**config.mk**
```make
export PLATFORM = sky130hd
export DESIGN_NAME = arbitro_mem_buses
export DESIGN_NICKNAME = d
export VERILOG_FILES = /design/src/rtl/arbitro_mem_buses.sv
export SDC_FILE = /design/constraint.sdc
export NUM_CORES = 1
export LEC_CHECK = 0
export CAP_MARGIN = 10
export CORE_MARGIN = 1
export CORE_UTILIZATION = 52
export CTS_CLUSTER_SIZE = 20
export DETAILED_ROUTE_END_ITERATION = 12
export PLACE_DENSITY = 0.8
export SYNTH_ARGS = -nofsm -noshare
export SYNTH_HDL_FRONTEND = slang
export SYNTH_SLANG_ARGS = --single-unit
```
**constraint.sdc**
```tcl
create_clock -name clk -period 2.5 [get_ports clk]
set_clock_uncertainty 0.1 [all_clocks]
set_input_delay 0.375 -clock clk [delete_from_list [all_inputs] [get_ports clk]]
set_output_delay 0.375 -clock clk [all_outputs]
set_load 0.05 [all_outputs]
```
**src/rtl/arbitro_mem_buses.sv**
```systemverilog
// Round-robin arbiter granting the shared memory port to one of CANTIDAD_BUSES window buses.
// Skips idle buses, hands over back-to-back on release, and forces rotation at the burst limit.
module arbitro_mem_buses #(
    parameter int CANTIDAD_BUSES = 4,
    parameter int BITS_DATOS     = 2,
    parameter int MAX_RAFAGA     = 16,
    parameter int BITS_RAFAGA    = 5
) (
    input  logic                      clk,
    input  logic                      reset,
    input  logic [CANTIDAD_BUSES-1:0] solicitudes,
    input  logic                      liberar,
    output logic                      concedido,
    output logic [BITS_DATOS-1:0]     bus_actual,
    output logic [CANTIDAD_BUSES-1:0] concesion,
    output logic [BITS_DATOS-1:0]     bus_siguiente
);

    typedef enum logic {REPOSO, OTORGADO} estado_t;

    localparam logic [BITS_DATOS-1:0]  ULTIMO        = BITS_DATOS'(CANTIDAD_BUSES - 1);
    localparam logic [BITS_RAFAGA-1:0] RAFAGA_TOPE   = BITS_RAFAGA'(MAX_RAFAGA);
    localparam logic [BITS_RAFAGA-1:0] RAFAGA_LIMITE = BITS_RAFAGA'(MAX_RAFAGA - 1);

    estado_t                   estado;
    logic [BITS_DATOS-1:0]     puntero;
    logic [BITS_RAFAGA-1:0]    rafaga;
    logic [BITS_DATOS-1:0]     dueno_mas_uno;
    logic [BITS_DATOS-1:0]     inicio;
    logic                      hallado;
    logic                      dueno_pide;
    logic                      otros;
    logic                      rotar;
    logic [CANTIDAD_BUSES-1:0] one_hot_sig;

    // While granted, the lookahead search starts just past the owner, which is
    // exactly where a rotation would move the pointer.
    always_comb begin
        dueno_mas_uno = (bus_actual == ULTIMO) ? '0 : bus_actual + BITS_DATOS'(1);
        inicio        = (estado == OTORGADO) ? dueno_mas_uno : puntero;
    end

    // Two passes give the wrap-around scan: [inicio, N-1] first, then [0, inicio-1].
    always_comb begin
        hallado       = 1'b0;
        bus_siguiente = puntero;
        for (int j = 0; j < CANTIDAD_BUSES; j++) begin
            if (!hallado && solicitudes[j] && (j >= int'(inicio))) begin
                hallado       = 1'b1;
                bus_siguiente = BITS_DATOS'(j);
            end
        end
        for (int j = 0; j < CANTIDAD_BUSES; j++) begin
            if (!hallado && solicitudes[j] && (j < int'(inicio))) begin
                hallado       = 1'b1;
                bus_siguiente = BITS_DATOS'(j);
            end
        end
    end

    always_comb begin
        one_hot_sig = '0;
        for (int j = 0; j < CANTIDAD_BUSES; j++) begin
            if (bus_siguiente == BITS_DATOS'(j)) begin
                one_hot_sig[j] = 1'b1;
            end
        end
        dueno_pide = |(solicitudes & concesion);
        otros      = |(solicitudes & ~concesion);
        // A saturated counter still forces rotation once a competitor shows up.
        rotar      = liberar || !dueno_pide || ((rafaga >= RAFAGA_LIMITE) && otros);
    end

    always_ff @(posedge clk) begin
        if (reset) begin
            estado     <= REPOSO;
            puntero    <= '0;
            rafaga     <= '0;
            bus_actual <= '0;
            concedido  <= 1'b0;
            concesion  <= '0;
        end else begin
            case (estado)
                REPOSO: begin
                    if (hallado) begin
                        estado     <= OTORGADO;
                        bus_actual <= bus_siguiente;
                        concesion  <= one_hot_sig;
                        concedido  <= 1'b1;
                        rafaga     <= '0;
                    end
                end
                OTORGADO: begin
                    if (rotar) begin
                        puntero <= dueno_mas_uno;
                        rafaga  <= '0;
                        if (hallado) begin
                            bus_actual <= bus_siguiente;
                            concesion  <= one_hot_sig;
                        end else begin
                            estado    <= REPOSO;
                            concedido <= 1'b0;
                            concesion <= '0;
                        end
                    end else if (rafaga != RAFAGA_TOPE) begin
                        rafaga <= rafaga + BITS_RAFAGA'(1);
                    end
                end
                default: begin
                    estado <= REPOSO;
                end
            endcase
        end
    end

endmodule

```
# ---- After elaboration in Yosys (flattened, before gate mapping)
# Index checks and enable logic that the tools add are counted.
dict set report word_totals {
  reg_bits 15
  latchBits 0
  mem_bits_rw 0
  rom_bits 0
  output_inout_bits 9
  elab_cells 95
  mem_count 0
}
dict set report classes {
  addsub 2
  multipliers 0
  div 0
  order_cmp 7
  eq_ne 9
  shifts 0
  n_mux 38
  n_bitwise 4
  n_reduce_logical 29
}
# op count
set op_table {}
lappend op_table {{$mux 2} 11}
lappend op_table {{$mux 1} 16}
lappend op_table {{$mux 5} 3}
lappend op_table {{$logic_and 1x1->1} 13}
lappend op_table {{$mux 4} 3}
lappend op_table {{$pmux 5 s2} 1}
lappend op_table {{$and 4x4->4} 2}
lappend op_table {{$pmux 4 s2} 1}
lappend op_table {{$reduce_or 4->1} 2}
lappend op_table {{$logic_not 1->1} 7}
lappend op_table {{$eq 2x2->1 const B} 3}
lappend op_table {{$reduce_and 2->1} 3}
lappend op_table {{$add 5x1->5 const B} 1}
lappend op_table {{$ge 5x4->1 const B} 1}
lappend op_table {{$ne 5x5->1 const B} 1}
lappend op_table {{$ge 1x2->1 const A} 2}
lappend op_table {{$lt 1x2->1 const A} 2}
lappend op_table {{$ne 2x2->1 const B} 2}
lappend op_table {{$not 4->4} 1}
lappend op_table {{$pmux 1 s2} 2}
lappend op_table {{$pmux 2 s2} 1}
lappend op_table {{$ne 3x1->1 const B} 1}
lappend op_table {{$reduce_and 3->1} 1}
lappend op_table {{$add 2x1->2 const B} 1}
lappend op_table {{7 further kinds} 8}

# ---- Longest topological paths before layout
# Gate-level depths: netlist of run 1.
dict set report depth {
  depth_word 34
  ltp_mapped 9
  mapped_depth_nobuf 8
}

# ---- Worst setup path before layout of run 1
# OpenSTA, ideal clock, no wires.
dict set report synth_path {
  path_kind {register to output}
  from {reg bus_actual[0]}
  to {out bus_siguiente[0]}
  arrival_time_ps 2216
  required_time_ps 2025
  slack_ps -191
  stages_incl_launch_ff 7
  path_cell_list {dfxtp_1 -> ha_1 -> mux2i_4 -> nand2_1 -> o2111ai_1 -> nand3_1 -> a21oi_2}
}
dict set report synth_via {
  elab_chain_len 29
}
# item line_no
set synth_lines {}
lappend synth_lines {{start: declaration} 14} ;# output logic [BITS_DATOS-1:0] bus_actual,
lappend synth_lines {{start signal: assignment} 87} ;# bus_actual <= bus_siguiente;
lappend synth_lines {{start signal: assignment} 98} ;# bus_actual <= bus_siguiente;
lappend synth_lines {{$add 2x1->2 or $eq 2x2->1 (tied branches)} 39} ;# dueno_mas_uno = (bus_actual == ULTIMO) ? '0 : bus_actual + BITS_DATOS'(1);
lappend synth_lines {{$mux 2 (*)} 39}
lappend synth_lines {{named net dueno_mas_uno[1]} 28} ;# logic [BITS_DATOS-1:0] dueno_mas_uno;
lappend synth_lines {{$mux 2 (*)} 40} ;# inicio = (estado == OTORGADO) ? dueno_mas_uno : puntero;
lappend synth_lines {{$ge 1x2->1} 48} ;# if (!hallado && solicitudes[j] && (j >= int'(inicio))) begin
lappend synth_lines {{$logic_and 1x1->1} 48}
lappend synth_lines {{$mux 1} 48}
lappend synth_lines {{$logic_not 1->1} 48}
lappend synth_lines {{[11 not listed]} -}
lappend synth_lines {{$logic_and 1x1->1 (2 in series)} 54} ;# if (!hallado && solicitudes[j] && (j < int'(inicio))) begin
lappend synth_lines {{$mux 1} 54}
lappend synth_lines {{$logic_not 1->1} 54}
lappend synth_lines {{$logic_and 1x1->1 (2 in series)} 54}
lappend synth_lines {{$mux 1} 54}
lappend synth_lines {{$logic_not 1->1} 54}
lappend synth_lines {{$logic_and 1x1->1 (2 in series)} 54}
lappend synth_lines {{$mux 2 (*)} 54}
lappend synth_lines {{end: declaration} 16} ;# output logic [BITS_DATOS-1:0] bus_siguiente
# Mark *: on every way through the listed nets, which the timed path passes. The rest lies on a longest branch.

# ---- Worst setup path after layout of run 1
dict set report layout_path {
  from {reg bus_actual[1]}
  to {out bus_siguiente[0]}
}
# Same word-level chain as after synthesis.

==> results of run 1 <==
cells by family after synthesis:
kind of cell | after synthesis | share of synthesized area
and+or+nand+nor | 57 | 0.2937
AOI/OAI and AO/OA | 35 | 0.2585
DFF | 15 | 0.2913
adders and majority gates | 4 | 0.04855
buffers and inverters | 13 | 0.06674
muxes | 3 | 0.04126
layer usage:
metal  global-route usage  routed length, µm  up-vias
met5                    0                  0        -
met1               0.3563               1168      485
met4               0.1000                 31        0
met3              0.05098                143        3
li1                     -                  -      514
met2               0.4722               1245       52
tightest hold or removal path, stage by stage (launching register included):
cell and delay (ns):
dfxtp_1 0.34, nand2_1 0.05, o21ai_0 0.06
how the worst min path moves through the flow:
stage | from | endpoint | slack, ns | cells past startpoint
floorplan | rafaga[3] | rafaga[3] | 0.35 | 2
global placement | rafaga[3] | rafaga[3] | 0.37 | 2
detailed placement | concesion[0] | concesion[0] | 0.39 | 2
CTS | concesion[0] | concesion[0] | 0.40 | 2
global route | puntero[0] | puntero[0] | 0.45 | 2
finish | concesion[0] | concesion[0] | 0.39 | 2
stage by stage:
stage	cells	power, W
floorplan	127	0.0006164
global placement	174	0.0007910
detailed placement	174	0.0007994
CTS	179	0.0009666
global route	179	0.001015
finish	179	0.0009666
area by class of cell:
class | count | share of cell area
tap | 25 | 0.02291
clock inverter | 1 | 0.003666
sequential | 15 | 0.2227
inverter | 8 | 0.02200
multi-input combinational | 100 | 0.5179
clock buffer | 3 | 0.01650
timing repair buffer | 27 | 0.1943
report_power, final:
part / internal, W / total, W / leakage (nW) / switching, W
Combinational: 0.000223 / 0.000515 / 0.391 / 0.000293
Clock: 0.0000598 / 0.000145 / 0.0177 / 0.0000856
Sequential: 0.000270 / 0.000306 / 0.124 / 0.0000356
repair_timing:
action                     4_1_cts  5_1_grt
pin swaps                        1        0
setup endpoints to repair        2        4
resized for setup                2        6
gates cloned                     1        0
layout by cell type, fill, tap and decap left out, drive strengths merged, types with 2 or more instances in the layout:
cell / netlist / final
a21oi: 9 / 9
dfxtp: 15 / 15
a22oi: 2 / 2
and2: 3 / 3
nor3: 4 / 4
nand2b: 3 / 3
mux2i: 3 / 4
or3: 3 / 3
clkbuf: 1 / 3
a211oi: 3 / 3
nand3: 5 / 5
o21ai: 8 / 8
nor2b: 2 / 2
clkdlybuf4s50: 0 / 11
and3: 2 / 2
nor2: 11 / 11
or2b: 2 / 2
o211ai: 3 / 3
buf: 4 / 14
inv: 8 / 8
nand2: 14 / 14
dlymetal6s2s: 0 / 2
a32o: 2 / 2
ha: 4 / 4
state kept, by name, indices dropped and copies added, names as in the netlist:
| register | cells |
|---|---|
| concedido | 1 |
| bus_actual | 2 |
| puntero | 2 |
| concesion | 4 |
| rafaga | 5 |
| estado | 1 |
==> flow_metrics.env, run 1 <==
export IMPL_cp_start_kind="register"
export IMPL_cp_slowest_cell="dfxtp_2"
export IMPL_fin_crit_ns=2.449
export IMPL_placementRows=15
export IMPL_synth_distinct_cells=46
export IMPL_clock_fmax_mhz=408.4
export IMPL_rsz0062_at_grt="true"
export IMPL_cp_data_arrival_time_ns=1.97
export IMPL_tightestPinTransition_ns=0.4981
export IMPL_synthesis_area_um2=1031
export IMPL_viasPerCell=5.888
export IMPL_path_buf_inv=2
export IMPL_status="finished clean"
export IMPL_drc=0
export IMPL_grt_max_degree=11
export IMPL_finalSetupTns_ns=0
export IMPL_clock_latency_ns=0.30
export IMPL_synth_edff_count=0
export IMPL_wl_mm=2.589
export IMPL_grt_pass1_wl_mm=4.284
export IMPL_ant_nets=0
export IMPL_hold_slack_ns=0.3942
export IMPL_cts_root_buf="clkbuf_4"
export IMPL_max_slew_margin=0.6669
export IMPL_r2r_slack_ns=0.13
export IMPL_grtUsageTotal=0.2820
export IMPL_worst_path_stages=7
export IMPL_multi_input_area_um2=706.9
export IMPL_fillCellCount=127
export IMPL_irDropWorstVdd_v=0.0006376
export IMPL_coreArea_um2=1783
export IMPL_dpl_cell_area_um2=1294
export IMPL_tritoncts="yes"
export IMPL_io_pins=16
export IMPL_max_stage_delay_ns=0.36
export IMPL_cp_top_family="compound AO/OA/AOI/OAI gates"
export IMPL_overflow=0
export IMPL_crit_type="register to output pin"
export IMPL_start_util=0.5782
export IMPL_cts_max_level=1
export IMPL_worstReg2RegEnd="rafaga[4]"
export IMPL_seq_area_um2=304.0
export IMPL_yosys_top_cells_area="dfxtp_1 (29%), nand2_1 (5.1%), ha_1 (4.9%)"
export IMPL_final_nets=166
export IMPL_n_antenna_cell=0
export IMPL_startpoint="bus_actual[1]"
export IMPL_pre_cts_ws_ns=-0.02503
export IMPL_r2r_start="rafaga[1]"
export IMPL_yosysTopAreaCellShare=0.2913
export IMPL_setup_violations_final=0
export IMPL_drv_slew=0
export IMPL_synthFlopType="dfxtp_1"
export IMPL_dr_pass1_iters=4
export IMPL_cts_setup_buffers=0
export IMPL_cts_buffer_depth=2
export IMPL_yosysSeqAreaShare=0.2913
export IMPL_holdBufCountCts=0
export IMPL_synth_net_count=138
export IMPL_grt_pass1_vias=982
export IMPL_synthArstFlopShare=0
export IMPL_powerDensity_nw_per_um2=708.1
export IMPL_place_congestion=0.9369
export IMPL_cap_violations=0
export IMPL_ys_ff_latch=15
export IMPL_post_route_util=0.7656
export IMPL_postSynthAreaPerCell_um2=8.118
export IMPL_synth_warnings=0
export IMPL_cp_max_fo=5
export IMPL_die_y_um=46.53
export IMPL_die_w_um=46.53
export IMPL_rr_worst_depth=8
export IMPL_synthTopCellsByCount="dfxtp_1 (15), nand2_1 (14), nor2_1 (10)"
export IMPL_fin_area_um2=1365
export IMPL_place_hpwl_mm=1.950
export IMPL_holdCritPathClass="register to register"
export IMPL_fin_crit_sh=0.9795
export IMPL_cp_cell_sequence="ha_4, mux2i_4, nor3_1, a21boi_1, inv_1, a21oi_4, buf_12"
export IMPL_crit_end="bus_siguiente[0]"
export IMPL_yosys_area_top_type="dfxtp_1"
export IMPL_cts_sinks=15
export IMPL_yosysMostFrequentCell="dfxtp_1"
export IMPL_routedWlPerCell_um=14.46
export IMPL_antenna_found_initial=0
export IMPL_synthCells=127
export IMPL_hold_viol=0
export IMPL_numCtsBuffers=3
export IMPL_cp_required_ns=2.03
export IMPL_die_area_um2=2165
export IMPL_end_kind="output pin"
export IMPL_drive_gt1_frac=0.2338
export IMPL_area_delta_synth_final_pct=32.40
export IMPL_io_buffers=15
export IMPL_drtIter0Drc=35
export IMPL_clk_pin_slew_ns=0.10
export IMPL_dr_total_vias=1054
export IMPL_setup_ws_ns=0.05116
export IMPL_power_leakage_nw=0.5322
No activity file was read; power rests on OpenSTA's default activity.
==> run 2: changes to the inputs <==
CTS_CLUSTER_SIZE = 12   (was 20)
==> results of run 2 <==
Same layout as run 1: the final DEF is identical, and so are final timing and power.
